==> config.mk <==
export PLATFORM = sky130hd
export DESIGN_NAME = huffman_seq
export DESIGN_NICKNAME = d
export VERILOG_FILES = /design/src/rtl/huffman_pkg.sv /design/src/rtl/sym_histogram.sv /design/src/rtl/huffman_seq.sv
export SDC_FILE = /design/constraint.sdc
export NUM_CORES = 1
export LEC_CHECK = 0
export ABC_AREA = 1
export ABC_CLOCK_PERIOD_IN_PS = 1950
export CAP_MARGIN = 20
export CORE_MARGIN = 8
export CORE_UTILIZATION = 35
export DETAILED_ROUTE_END_ITERATION = 12
export PLACE_DENSITY_LB_ADDON = 0.12
export SLEW_MARGIN = 20
export SYNTH_ARGS = -nofsm -noshare
export SYNTH_HDL_FRONTEND = slang
export SYNTH_SLANG_ARGS = --single-unit
==> constraint.sdc <==
create_clock -name clk -period 1.95 [get_ports clk]
set_input_delay 0.2925 -clock clk [delete_from_list [all_inputs] [get_ports clk]]
set_output_delay 0.2925 -clock clk [all_outputs]
set_load 0.005 [all_outputs]
==> src/rtl/huffman_pkg.sv <==
// Shared types and constants for the Huffman stage sequencer: FSM states,
// stage_id codes, and helpers mapping a state to its stage code and successor.
package huffman_pkg;

    localparam int NUM_SYM = 6;
    localparam int CNT_MAX = 255;

    typedef enum logic [3:0] {
        S_IDLE    = 4'd0,
        S_READ    = 4'd1,
        S_CNT_OUT = 4'd2,
        S_COMB1   = 4'd3,
        S_COMB2   = 4'd4,
        S_COMB3   = 4'd5,
        S_COMB4   = 4'd6,
        S_SPLIT4  = 4'd7,
        S_SPLIT3  = 4'd8,
        S_SPLIT2  = 4'd9,
        S_SPLIT1  = 4'd10,
        S_DONE    = 4'd11
    } state_t;

    localparam logic [3:0] STG_NONE = 4'd0;
    localparam logic [3:0] STG_C1   = 4'd1;
    localparam logic [3:0] STG_C2   = 4'd2;
    localparam logic [3:0] STG_C3   = 4'd3;
    localparam logic [3:0] STG_C4   = 4'd4;
    localparam logic [3:0] STG_S4   = 4'd5;
    localparam logic [3:0] STG_S3   = 4'd6;
    localparam logic [3:0] STG_S2   = 4'd7;
    localparam logic [3:0] STG_S1   = 4'd8;

    function automatic logic [3:0] stage_code(input state_t s);
        case (s)
            S_COMB1:  return STG_C1;
            S_COMB2:  return STG_C2;
            S_COMB3:  return STG_C3;
            S_COMB4:  return STG_C4;
            S_SPLIT4: return STG_S4;
            S_SPLIT3: return STG_S3;
            S_SPLIT2: return STG_S2;
            S_SPLIT1: return STG_S1;
            default:  return STG_NONE;
        endcase
    endfunction

    // Combine stages run C1..C4, split stages unwind C4..C1, then DONE.
    function automatic state_t next_stage(input state_t s);
        case (s)
            S_COMB1:  return S_COMB2;
            S_COMB2:  return S_COMB3;
            S_COMB3:  return S_COMB4;
            S_COMB4:  return S_SPLIT4;
            S_SPLIT4: return S_SPLIT3;
            S_SPLIT3: return S_SPLIT2;
            S_SPLIT2: return S_SPLIT1;
            S_SPLIT1: return S_DONE;
            default:  return S_IDLE;
        endcase
    endfunction

endpackage

==> src/rtl/sym_histogram.sv <==
// Six saturating symbol counters plus a sticky illegal-symbol flag.
// start reloads the histogram from a single sample; count_en accumulates.
module sym_histogram
    import huffman_pkg::*;
(
    input  logic                      clk,
    input  logic                      reset,
    input  logic                      start,
    input  logic                      count_en,
    input  logic [7:0]                sym,
    output logic [NUM_SYM-1:0][7:0]   cnt,
    output logic                      sym_err
);

    logic legal;
    assign legal = (sym >= 8'd1) && (sym <= 8'(NUM_SYM));

    always_ff @(posedge clk or posedge reset) begin
        if (reset) begin
            cnt     <= '0;
            sym_err <= 1'b0;
        end else if (start) begin
            for (int i = 0; i < NUM_SYM; i++) begin
                cnt[i] <= (sym == 8'(i + 1)) ? 8'd1 : 8'd0;
            end
            sym_err <= !legal;
        end else if (count_en) begin
            for (int i = 0; i < NUM_SYM; i++) begin
                if ((sym == 8'(i + 1)) && (cnt[i] != 8'(CNT_MAX))) begin
                    cnt[i] <= cnt[i] + 8'd1;
                end
            end
            if (!legal) begin
                sym_err <= 1'b1;
            end
        end
    end

endmodule

==> src/rtl/huffman_seq.sv <==
// Frame reader and eight-stage sequencer for the Huffman datapath.
// All strobes are registered from the next state, so they align with the state.
module huffman_seq
    import huffman_pkg::*;
(
    input  logic       clk,
    input  logic       reset,
    input  logic       gray_valid,
    input  logic [7:0] gray_data,
    input  logic       stage_done,
    output logic       CNT_valid,
    output logic [7:0] CNT1,
    output logic [7:0] CNT2,
    output logic [7:0] CNT3,
    output logic [7:0] CNT4,
    output logic [7:0] CNT5,
    output logic [7:0] CNT6,
    output logic       stage_go,
    output logic [3:0] stage_id,
    output logic       code_valid,
    output logic       busy,
    output logic       sym_err,
    output logic [3:0] state_dbg
);

    state_t                    state, state_next;
    logic [NUM_SYM-1:0][7:0]   cnt;

    sym_histogram u_hist (
        .clk      (clk),
        .reset    (reset),
        .start    ((state == S_IDLE) && gray_valid),
        .count_en ((state == S_READ) && gray_valid),
        .sym      (gray_data),
        .cnt      (cnt),
        .sym_err  (sym_err)
    );

    assign CNT1      = cnt[0];
    assign CNT2      = cnt[1];
    assign CNT3      = cnt[2];
    assign CNT4      = cnt[3];
    assign CNT5      = cnt[4];
    assign CNT6      = cnt[5];
    assign state_dbg = state;

    always_ff @(posedge clk or posedge reset) begin
        if (reset) begin
            state <= S_IDLE;
        end else begin
            state <= state_next;
        end
    end

    // stage_go marks the first cycle of a stage, when stage_done is not yet trusted.
    always_comb begin
        state_next = state;
        case (state)
            S_IDLE:    if (gray_valid) state_next = S_READ;
            S_READ:    if (!gray_valid) state_next = S_CNT_OUT;
            S_CNT_OUT: state_next = S_COMB1;
            S_DONE:    state_next = S_IDLE;
            default:   if (!stage_go && stage_done) state_next = next_stage(state);
        endcase
    end

    always_ff @(posedge clk or posedge reset) begin
        if (reset) begin
            CNT_valid  <= 1'b0;
            stage_go   <= 1'b0;
            stage_id   <= STG_NONE;
            code_valid <= 1'b0;
            busy       <= 1'b0;
        end else begin
            CNT_valid  <= (state_next == S_CNT_OUT);
            stage_go   <= (state_next != state) && (stage_code(state_next) != STG_NONE);
            stage_id   <= stage_code(state_next);
            code_valid <= (state_next == S_DONE);
            busy       <= (state_next != S_IDLE);
        end
    end

endmodule

## Word level (Yosys, flattened, before mapping)

Memory sizes are Yosys's and may differ from the RTL's. A register that Yosys moved wholly into a read port is not among the register bits.
Cells that the tools add are included.

- Register bits: 57
- Bits in read-only memories: 192
- Input bits: 12
- Output and inout port bits: 61
- Word-level logic and storage cells: 93
- Memories: 3

Memory list:

| name | words | bits a word | rd ports | clocked after Yosys merged registers in | wr ports | line | text |
|---|---|---|---|---|---|---|---|
| (name not given) | 16 | 4 | 1 | 0 | 0 | huffman_pkg.sv:49 | `case (s)` |
| (name not given) | 16 | 4 | 1 | 0 | 0 | huffman_pkg.sv:34 | `case (s)` |
| (name not given) | 16 | 4 | 1 | 1 | 0 | huffman_pkg.sv:34 |  |

- Add/sub/neg operators: 6
- Order comparisons: 2
- Equal/unequal tests: 19
- Muxes and demuxes: 21
- Reduce and logical (&&, ||, !) cells: 30

Operators with widths:

| kind | count |
|---|---|
| $mux 48 | 2 |
| $add 8x1->8 const B | 6 |
| $mux 8 | 6 |
| $ne 8x8->1 const B | 6 |
| $eq 8x3->1 const B | 3 |
| $eq 8x2->1 const B | 2 |
| $pmux 4 s4 | 1 |
| $reduce_and 2->1 | 7 |
| $reduce_bool 2->1 | 7 |
| $mux 4 | 3 |
| $logic_and 1x1->1 | 11 |
| $mux 1 | 9 |
| $eq 4x2->1 const B | 2 |
| $eq 4x4->1 const B | 2 |
| $eq 8x1->1 const B | 1 |
| $ge 8x1->1 const B | 1 |
| $le 8x3->1 const B | 1 |
| $reduce_bool 4->1 | 2 |
| $eq 4x1->1 const B | 1 |
| $logic_not 4->1 | 1 |
| $ne 4x4->1 | 1 |
| $logic_not 1->1 | 2 |
| $ne 2x1->1 const B | 1 |

## Longest topological paths before layout

Gate-level depths: netlist of the first run.
An unclocked memory read counts as a cell.

- Word-level depth: 7
- Mapped depth: 15
- Depth with buffers taken out: 15

## Cells and area by module

From an unflattened synthesis of the first run, not the netlist that was laid out.

- Cell total of the unflattened synthesis: 659
- Area total of the unflattened synthesis: 4439.3 µm²

Modules (own cells, without submodules):

| module | times used | cells each | area an instance (µm²) | seq. area each (µm²) |
|---|---|---|---|---|
| sym_histogram | 1 | 522 | 3453.3 | 1226.2 |
| huffman_seq | 1 | 137 | 985.9 | 300.3 |

## Least setup slack after synthesis of the first run

Ideal clock, no wire load.

- Path kind: register to register
- Start: register state[0] (netlist: state_dbg[0])
- End: register stage_go
- Setup time: 0.113 ns
- Data arrival time: 1.664 ns
- Required time: 1.837 ns
- Slack: 0.174 ns
- Stages on the path, launching flop included: 15
- Path buffers: 0
- Clock period less this slack: 1.776 ns
- Cells stage by stage: dfrtp_1 > inv_1 > ha_1 > nor2_1 > nor2_2 > nor2_8 > nand2_4 > nand2_4 > inv_2 > nand2_1 > nand2_1 > nand2_1 > nand2_1 > nand2_1 > inv_1

- Cells in the longest elaborated chain, start to end: 6
- Elaborated cells on any way between the ends: 13
- Those cells by class: eq/ne: 4; mux: 4; reduce/logical: 3; memory: 2

RTL lines:

| item | line | text |
|---|---|---|
| start, declared | huffman_seq.sv:26 | `state_t state, state_next;` |
| start signal, assigned | huffman_seq.sv:51 | `state <= state_next;` |
| $mem_v2 16x4 | -- |  |
| $mux 4 | huffman_seq.sv:63 | `default: if (!stage_go && stage_done) state_next = next_stage(state);` |
| $pmux 4 s4 * | huffman_seq.sv:58 | `case (state)` |
| net state_next[1] | huffman_seq.sv:26 |  |
| $mem_v2 16x4 | -- |  |
| $reduce_bool 4->1 | huffman_seq.sv:76 | `stage_go <= (state_next != state) && (stage_code(state_next) != STG_NONE);` |
| $logic_and 1x1->1 * | huffman_seq.sv:76 |  |
| end signal, assigned | huffman_seq.sv:76 |  |
| end, declared | huffman_seq.sv:18 | `output logic stage_go,` |

Mark *: on every way through the listed nets, which the timed path passes. The rest lies on a longest branch.
A chain may end at the register's enable or synchronous reset.

## Final worst setup path of the first run

Same ends and word-level chain as after synthesis.

==> flow_metrics.tcl, run 1 <==
set metrics [dict create \
    drtIter0Drc 171 \
    grt_pass1_wl_um 16150 \
    num_io_pins 73 \
    synth_edf_count 0 \
    hold_viol 0 \
    viasPerCell 4.863 \
    mostFrequentLayoutCell "nand2_1" \
    required_ns 2.19 \
    netlist_area_mm2 0.003690 \
    min_period_ns 1.875 \
    die_y_um 118.7 \
    yosysWarnings 0 \
    cp_max_fo 6 \
    worst_slew_pin_slew_ns 0.4335 \
    wl_per_cell_um 13.39 \
    rows 37 \
    critPathCaptureType "flip-flop" \
    place_ws_ns -0.1217 \
    rr_startpoint "state_dbg[0]" \
    ys_seq_elements 61 \
    antenna_found_initial 0 \
    max_cap_viol_count 0 \
    setup_viol 0 \
    num_vias 3487 \
    gr-total-overflow 0 \
    yosysSeqAreaShare 0.4137 \
    clockRootBuffer "clkbuf_8" \
    grt_util_all_layers 0.1376 \
    cts_tree "done" \
    die_area_mm2 0.01408 \
    drc 0 \
    m1WireLength_um 4304 \
    p_leak_nw 2.255 \
    wl_met3_um 451 \
    clock_skew_ns 0.01209 \
    place_congestion 0.8217 \
    die_width_um 118.7 \
    start_kind "flip-flop" \
    postCtsHoldBufs 0 \
    final_util 0.4955 \
    crit_arrival_ns 2.12 \
    cp-startpoint "state_dbg[0]" \
    ir_drop_uv 920.9 \
    maxSlewViolCount 0 \
    tns_ns 0 \
    synthFlopType "dfrtp_1" \
    area.growth.synth_to_final_pct 38.01 \
    nNetsFinal 600 \
    synth_area_leaders "dfrtp_1 (41%), nand2_1 (9.0%), nand3_1 (6.9%), inv_1 (6.0%), nor2_1 (4.9%)" \
    ys_types 32 \
    cts_buffers 9 \
    core_area_mm2 0.01028 \
    clkTransAtPathRegs_ns 0.07 \
    drive_above_1_share 0.1618 \
    cts-htree-levels 3 \
    syn_nets 492 \
    max_freq_mhz 533.3 \
    clock_sinks 61 \
    portBuffers 72 \
    slew-limit-headroom 0.7088 \
    total_power_w 0.006518 \
    setup_ws_ns 0.07485 \
    grt_max_degree 62 \
    insertion_delay_ns 0.34 \
    synthArstFlopShare 1.000 \
    wl_um 9602 \
    grt_pass1_vias 3489 \
    outcome "complete, no violations" \
    layout_common_cells "nand2_1 (87), clkdlybuf4s50_1 (72), dfrtp_1 (61), inv_1 (56), nand3_1 (51)" \
    detail-route-antenna-nets 0 \
    rsz0062_at_grt "true" \
    drt_first_pass_iters 4 \
    syn_inst 469 \
    holdWs_ns 0.3361 \
    powerDensity_mw_per_mm2 1280 \
    hpwl_um 7093 \
    finalCritPeriodShare 0.9616 \
    initial_utilization 0.3590 \
    hold_class "in2async" \
    synth_top_area_share 0.4137 \
    met2_wirelength_um 4670 \
    yosysTopAreaCell "dfrtp_1" \
    syn_area_per_cell_um2 7.867 \
    diodes 0 \
    worst-setup-path-type "reg2reg" \
    routed.top_layer "met4" \
    cts.path.max_buffers 2 \
    nFillCells 1018 \
]
[timing repair]
action / 4_1_cts / 5_1_grt
setup buffers: 0 / 8
setup endpoints to repair: 0 / 31
resized for setup: 0 / 22
[critical path, stage by stage, from the launching register on]
cell and delay, ns:
dfrtp_1 0.43, buf_6 0.15, ha_2 0.21, nand3_4 0.10, nand2_4 0.07, nor2_8 0.20, nand2_4 0.09, nand2_4 0.10
inv_2 0.06, nand2_1 0.08, nand2_1 0.07, nand2_2 0.06, nand2_1 0.05, nand2_1 0.06, inv_1 0.04
[kinds of logic after synthesis]
kind of cell               synth area share
xor gates and xnor gates            0.05934
buffers and inverters               0.08138
DFF                                  0.4137
and+or+nand+nor                      0.3215
AOI/OAI and AO/OA                   0.08681
adders and majority gates           0.03730
[sequential cells by signal, indices dropped and copies added (netlist names)]
register	flops
busy	1
stage_go	1
CNT_valid	1
u_hist.sym_err	1
stage_id	4
u_hist.cnt	48
state_dbg	4
code_valid	1
[stage by stage]
stage          area [µm²]  instances
2_1_floorplan        3690        469
3_3_place_gp         4771        694
3_5_place_dp         4771        694
4_1_cts              4937        709
5_1_grt              5092        717
6_report             5092        717
[final timing paths]
kind	slack [ns]	depth (start not counted)	end
hold / removal	0.34	3	u_hist.cnt[27]
hold reg to reg	0.53	1	u_hist.sym_err
min in group clk	0.53	1	u_hist.sym_err
setup / recovery	0.07	14	stage_go
max in group asynchronous	1.35	3	u_hist.cnt[36]
setup reg to reg	0.07	14	stage_go
[cell type report]
| type | instances | area, µm² | share of cell area |
|---|---|---|---|
| multi-input combinational | 336 | 1954 | 0.3838 |
| sequential | 61 | 1526 | 0.2998 |
| timing repair buffer | 105 | 1035 | 0.2032 |
| inverter | 64 | 240.2 | 0.04717 |
| tap | 136 | 170.2 | 0.03342 |
| clock buffer | 11 | 141.4 | 0.02776 |
| clock inverter | 4 | 25.02 | 0.004914 |
[per-layer routing]
layer  vias up  GRT usage
met5         -          0
met4         0    0.06166
met3        13    0.03522
met2        63     0.2345
met1      1664     0.1598
li1       1747          -
[synthesized netlist by cell type (2+ instances only)]
master	n
nand2_1	88
dfrtp_1	61
inv_1	59
nand3_1	51
nor2_1	48
o21ai_0	28
xor2_1	17
nor3_1	15
a21oi_1	13
nand4_1	12
ha_1	11
nand2_2	11
o31ai_1	9
xnor2_1	8
nand3_2	7
inv_2	5
buf_2	3
buf_4	3
nor2_4	3
buf_6	2
nand2_4	2
nor2_2	2
nor4_1	2
[where the power goes]
part | total [W] | internal, W | leakage, nW | switching [W]
Combinational | 0.00362 | 0.00170 | 1.36 | 0.00192
Sequential | 0.00191 | 0.00160 | 0.810 | 0.000311
Clock | 0.000993 | 0.000485 | 0.0812 | 0.000508
Note: power is estimated with default switching activity, not from simulation.
==> run 2, diff against run 1 <==
SYNTH_HIERARCHICAL = 1   (was default)
==> flow_metrics.tcl, run 2 <==
set metrics [dict create \
    synthArstFlopShare 1.000 \
    place_congestion 0.8131 \
    clock_skew_ns 0.005219 \
    die_area_mm2 0.01654 \
    rsz0062_at_grt "true" \
    die_y_um 128.6 \
    yosysWarnings 6 \
    synth.cells.most_frequent "nand2_1 (238), nand3_1 (92), nor2_1 (73)" \
    layout_common_cells "nand2_1 (237), nand3_1 (91), clkdlybuf4s50_1 (72), nor2_1 (71), inv_1 (63)" \
    rows 41 \
    drt_first_pass_iters 4 \
    synth.most_common_cell "nand2_1" \
    crit_chain "inv_2 -> ha_2 -> nor2_2 -> nand2_2 -> a21oi_4 -> buf_12 -> buf_4 -> nand2_1 -> nand2_1 -> nand2_1 -> nor2_1 -> nand2_1 -> nor2_1 -> a21oi_1" \
    wl_um 11590 \
    cp_max_fo 5 \
    die_width_um 128.6 \
    total_power_w 0.008635 \
    ir_drop_uv 842.3 \
    detail-route-antenna-nets 0 \
    viasPerCell 4.698 \
    initial_utilization 0.3547 \
    antenna_found_initial 0 \
    nFillCells 1280 \
    gr-total-overflow 0 \
    syn_nets 682 \
    max_freq_mhz 533.5 \
    finalCritPeriodShare 0.9612 \
    wl_per_cell_um 12.43 \
    powerDensity_mw_per_mm2 1462 \
    yosysSeqAreaShare 0.3439 \
    ys_seq_elements 61 \
    worst-setup-path-type "reg2reg" \
    wl_met3_um 606 \
    hold_class "in2async" \
    maxSlewViolCount 0 \
    cpMaxStageDelayCell "dfrtp_1" \
    ys_types 36 \
    place_ws_ns -0.02678 \
    setup_ws_ns 0.07557 \
    num_io_pins 73 \
    yosysTopAreaCell "dfrtp_1" \
    clock_sinks 61 \
    nNetsFinal 778 \
    tns_ns 0 \
    final_util 0.4718 \
    synthFlopType "dfrtp_1" \
    top_register "u_hist/cnt" \
    grt_pass1_vias 4071 \
    syn_area_per_cell_um2 6.736 \
    postCtsHoldBufs 0 \
    setup_viol 0 \
    synth_top_area_share 0.3439 \
    grt_pass1_wl_um 19630 \
    synth_area_leaders "dfrtp_1 (34%), nand2_1 (20%), nand3_1 (10%), nor2_1 (6.2%), inv_1 (5.7%)" \
    syn_inst 659 \
    slew-limit-headroom 0.6940 \
    holdWs_ns 0.3580 \
    cts-htree-levels 3 \
    crit_arrival_ns 2.09 \
    max_cap_viol_count 0 \
    met2_wirelength_um 5169 \
    crit_path_max_incr_delay_ns 0.39 \
    cts_buffers 9 \
    area.growth.synth_to_final_pct 33.03 \
    num_vias 4379 \
    grt_util_all_layers 0.1465 \
    insertion_delay_ns 0.33 \
    critPathCaptureType "flip-flop" \
    clockRootBuffer "clkbuf_16" \
    portBuffers 72 \
    start_kind "flip-flop" \
    largest_register_ffs 48 \
    hold_viol 0 \
    core_area_mm2 0.01252 \
    min_period_ns 1.874 \
    mostFrequentLayoutCell "nand2_1" \
    netlist_area_mm2 0.004439 \
    diodes 0 \
    routed.top_layer "met4" \
    cts_tree "done" \
    drive_above_1_share 0.1434 \
    m1WireLength_um 5634 \
    drtIter0Drc 258 \
    cp_common_cell "nand2_1" \
    p_leak_nw 2.930 \
    worst_slew_pin_slew_ns 0.4586 \
    required_ns 2.17 \
    cts.path.max_buffers 2 \
    clkTransAtPathRegs_ns 0.05 \
    synth_edf_count 0 \
    hpwl_um 8532 \
    drc 0 \
    outcome "complete, no violations" \
    grt_max_degree 22 \
]
==> run 2: logic make-up after synthesis <==
logic type / Yosys count / share of synthesized area
buf+inv: 87 / 0.08145
flops: 61 / 0.3439
fa+ha+maj: 11 / 0.03100
xor+xnor: 4 / 0.007893
simple gates: 472 / 0.4997
compound gates: 24 / 0.03608
==> run 2: repair_timing <==
item | in CTS | in global routing
endpoints found under the setup margin | 0 | 13
buffers inserted | 0 | 5
resized for setup | 0 | 11
==> run 2: metal layers <==
layer,global-route usage,up-vias
li1,-,2270
met3,0.03765,13
met4,0.06220,0
met2,0.2256,71
met1,0.1909,2025
met5,0,-
==> run 2: through the flow <==
stage / std cells / cell area [µm²]
after floorplan: 659 / 4439
after global placement: 911 / 5512
after detailed placement: 911 / 5512
after CTS: 927 / 5824
after global routing: 932 / 5906
final: 932 / 5906
==> run 2: worst max-delay path, delay by kind of cell (launching register included) <==
family	cells	cell delay [ns]
AOI/OAI and AO/OA	2	0.26
adders and majority gates	1	0.20
buffers and inverters	3	0.30
DFF	1	0.39
and+or+nand+nor	8	0.60
==> run 2: report_power, final <==
group / leakage [nW] / internal [W] / switching (W)
registers: 0.811 / 0.00171 / 0.000590
logic: 1.97 / 0.00221 / 0.00245
clock network: 0.152 / 0.00109 / 0.000579
==> run 2: path summary, 6_finish.rpt <==
| kind | start | to | slack [ns] | cells after the start |
|---|---|---|---|---|
| max in group asynchronous | reset | u_hist/cnt[13] | 1.06 | 3 |
| hold reg to reg | u_hist/sym_err | u_hist/sym_err | 0.48 | 2 |
| setup / recovery | state_dbg[1] | stage_go | 0.08 | 14 |
| min in group clk | u_hist/sym_err | u_hist/sym_err | 0.48 | 2 |
| hold / removal | reset | u_hist/cnt[30] | 0.36 | 2 |
| setup reg to reg | state_dbg[1] | stage_go | 0.08 | 14 |
==> run 2: layout make-up <==
type / instances / area [µm²] / share of cell area
clock buffer: 13 / 270.3 / 0.04576
clock inverter: 3 / 42.54 / 0.007203
inverter: 72 / 277.8 / 0.04703
multi-input combinational: 511 / 2592 / 0.4390
sequential: 61 / 1526 / 0.2585
tap: 172 / 215.2 / 0.03644
timing repair buffer: 100 / 980.9 / 0.1661
==> run 3, diff against run 2 <==
ABC_CLOCK_PERIOD_IN_PS = 2200   (was 1950)
clock period = 2.2 ns   (was 1.95 ns; I/O delays follow)
==> flow_metrics.tcl, run 3 (synthesized netlist as in run 2, its figures left out) <==
set metrics [dict create \
    outcome "complete, no violations" \
    die_area_mm2 0.01654 \
    ir_drop_uv 668.1 \
    diodes 0 \
    setup_ws_ns 0.2217 \
    largest_register_ffs 48 \
    top_register "u_hist/cnt" \
    ff2ff_path_depth 8 \
    wl_um 11440 \
    tns_ns 0 \
    worst_slew_pin_slew_ns 0.5125 \
    drive_above_1_share 0.1185 \
    grt_pass1_wl_um 19630 \
    gr-total-overflow 0 \
    p_leak_nw 2.860 \
    num_vias 4368 \
    drtIter0Drc 255 \
    antenna_found_initial 0 \
    cts_buffers 9 \
    worst-setup-path-type "reg2reg" \
    max_freq_mhz 505.5 \
    grt_util_all_layers 0.1460 \
    drt_first_pass_iters 5 \
    rows 41 \
    critPathCaptureType "flip-flop" \
    mostFrequentLayoutCell "nand2_1" \
    cts_tree "done" \
    crit_arrival_ns 2.19 \
    layout_common_cells "nand2_1 (238), nand3_1 (92), nor2_1 (72), clkdlybuf4s50_1 (72), inv_1 (66)" \
    core_area_mm2 0.01252 \
    place_ws_ns 0.1648 \
    dp_cells 907 \
    cts-htree-levels 3 \
    die_y_um 128.6 \
    rsz0062_at_grt "false" \
    postCtsHoldBufs 0 \
    clkTransAtPathRegs_ns 0.05 \
    hold_class "in2async" \
    grt_max_degree 36 \
    max_cap_viol_count 0 \
    fin_cells 923 \
    slew-limit-headroom 0.6583 \
    insertion_delay_ns 0.33 \
    hold_viol 0 \
    wl_per_cell_um 12.40 \
    cts_resized 0 \
    num_io_pins 73 \
    grt_use_met2 0.2238 \
    grt-busiest-layer "met2" \
    initial_utilization 0.3547 \
    viasPerCell 4.732 \
    portBuffers 72 \
    clock_skew_ns 0.002434 \
    clock_sinks 61 \
    drc 0 \
    detail-route-antenna-nets 0 \
    setup_viol 0 \
    gr-usage-met3 0.03806 \
    place_congestion 0.8557 \
    clockRootBuffer "clkbuf_16" \
    cp_max_fo 18 \
    min_period_ns 1.978 \
    grt_pass1_vias 4148 \
    cts.path.max_buffers 2 \
    required_ns 2.41 \
    start_kind "flip-flop" \
    area.growth.synth_to_final_pct 29.34 \
    use_met1 0.1921 \
    hpwl_um 8505 \
    die_width_um 128.6 \
    powerDensity_mw_per_mm2 1254 \
    maxSlewViolCount 0 \
    holdWs_ns 0.4014 \
    finalCritPeriodShare 0.8992 \
    nNetsFinal 769 \
    post-cts-setup-buffers 0 \
]
run 3: cell types whose count changed in the layout (fill, tap and decap cells not counted), sizes merged:
cell,change
buf,-9
clkinvlp,-1
clkbuf,+2
bufinv,-1
run 3: worst max-delay path: stages, from the launching register on:
cell	delay, ns
dfrtp_1	0.56
nor2_4	0.29
nand2_1	0.16
nor2_4	0.21
inv_4	0.14
buf_12	0.18
buf_4	0.17
nand3_1	0.08
nand2_1	0.06
run 3: metrics by stage:
| stage | area [µm²] | utilization | total power [W] |
|---|---|---|---|
| 4_1_cts | 5742 | 0.4587 | 0.007277 |
| 6_report | 5742 | 0.4587 | 0.007199 |
| 3_3_place_gp | 5469 | 0.4369 | 0.005897 |
| 3_5_place_dp | 5469 | 0.4369 | 0.005930 |
| 5_1_grt | 5742 | 0.4587 | 0.007857 |
| 2_1_floorplan | 4439 | - | 0.004358 |
run 3: path summary, 6_finish.rpt:
check                                    start        endpoint  slack, ns
worst max-delay path              state_dbg[2]  u_hist/cnt[42]       0.22
worst min-delay path                     reset  u_hist/cnt[26]       0.40
worst max register to register    state_dbg[2]  u_hist/cnt[42]       0.22
worst min register to register  u_hist/sym_err  u_hist/sym_err       0.49
max in group asynchronous                reset   u_hist/cnt[3]       1.19
min in group clk                u_hist/sym_err  u_hist/sym_err       0.49
run 3: area by class of cell:
type / instances / area, µm²
Inverter: 72 / 275.3
Clock buffer: 15 / 267.8
Fill cell: 1310 / 6775
Tap cell: 172 / 215.2
Multi-Input combinational cell: 511 / 2564
Clock inverter: 1 / 5.005
Timing Repair Buffer: 91 / 888.4
Sequential cell: 61 / 1526
run 3: power breakdown:
group / internal [W] / switching, W / leakage (nW)
clock: 0.000822 / 0.000463 / 0.134
combinational: 0.00177 / 0.00210 / 1.92
sequential: 0.00152 / 0.000530 / 0.811
total: 0.00411 / 0.00309 / 2.86
run 3: metal layers:
metal	vias to the layer above	part of all wire
met5	-	0
met4	0	0.016
met3	12	0.055
met2	94	0.44
met1	2000	0.49
li1	2262	-
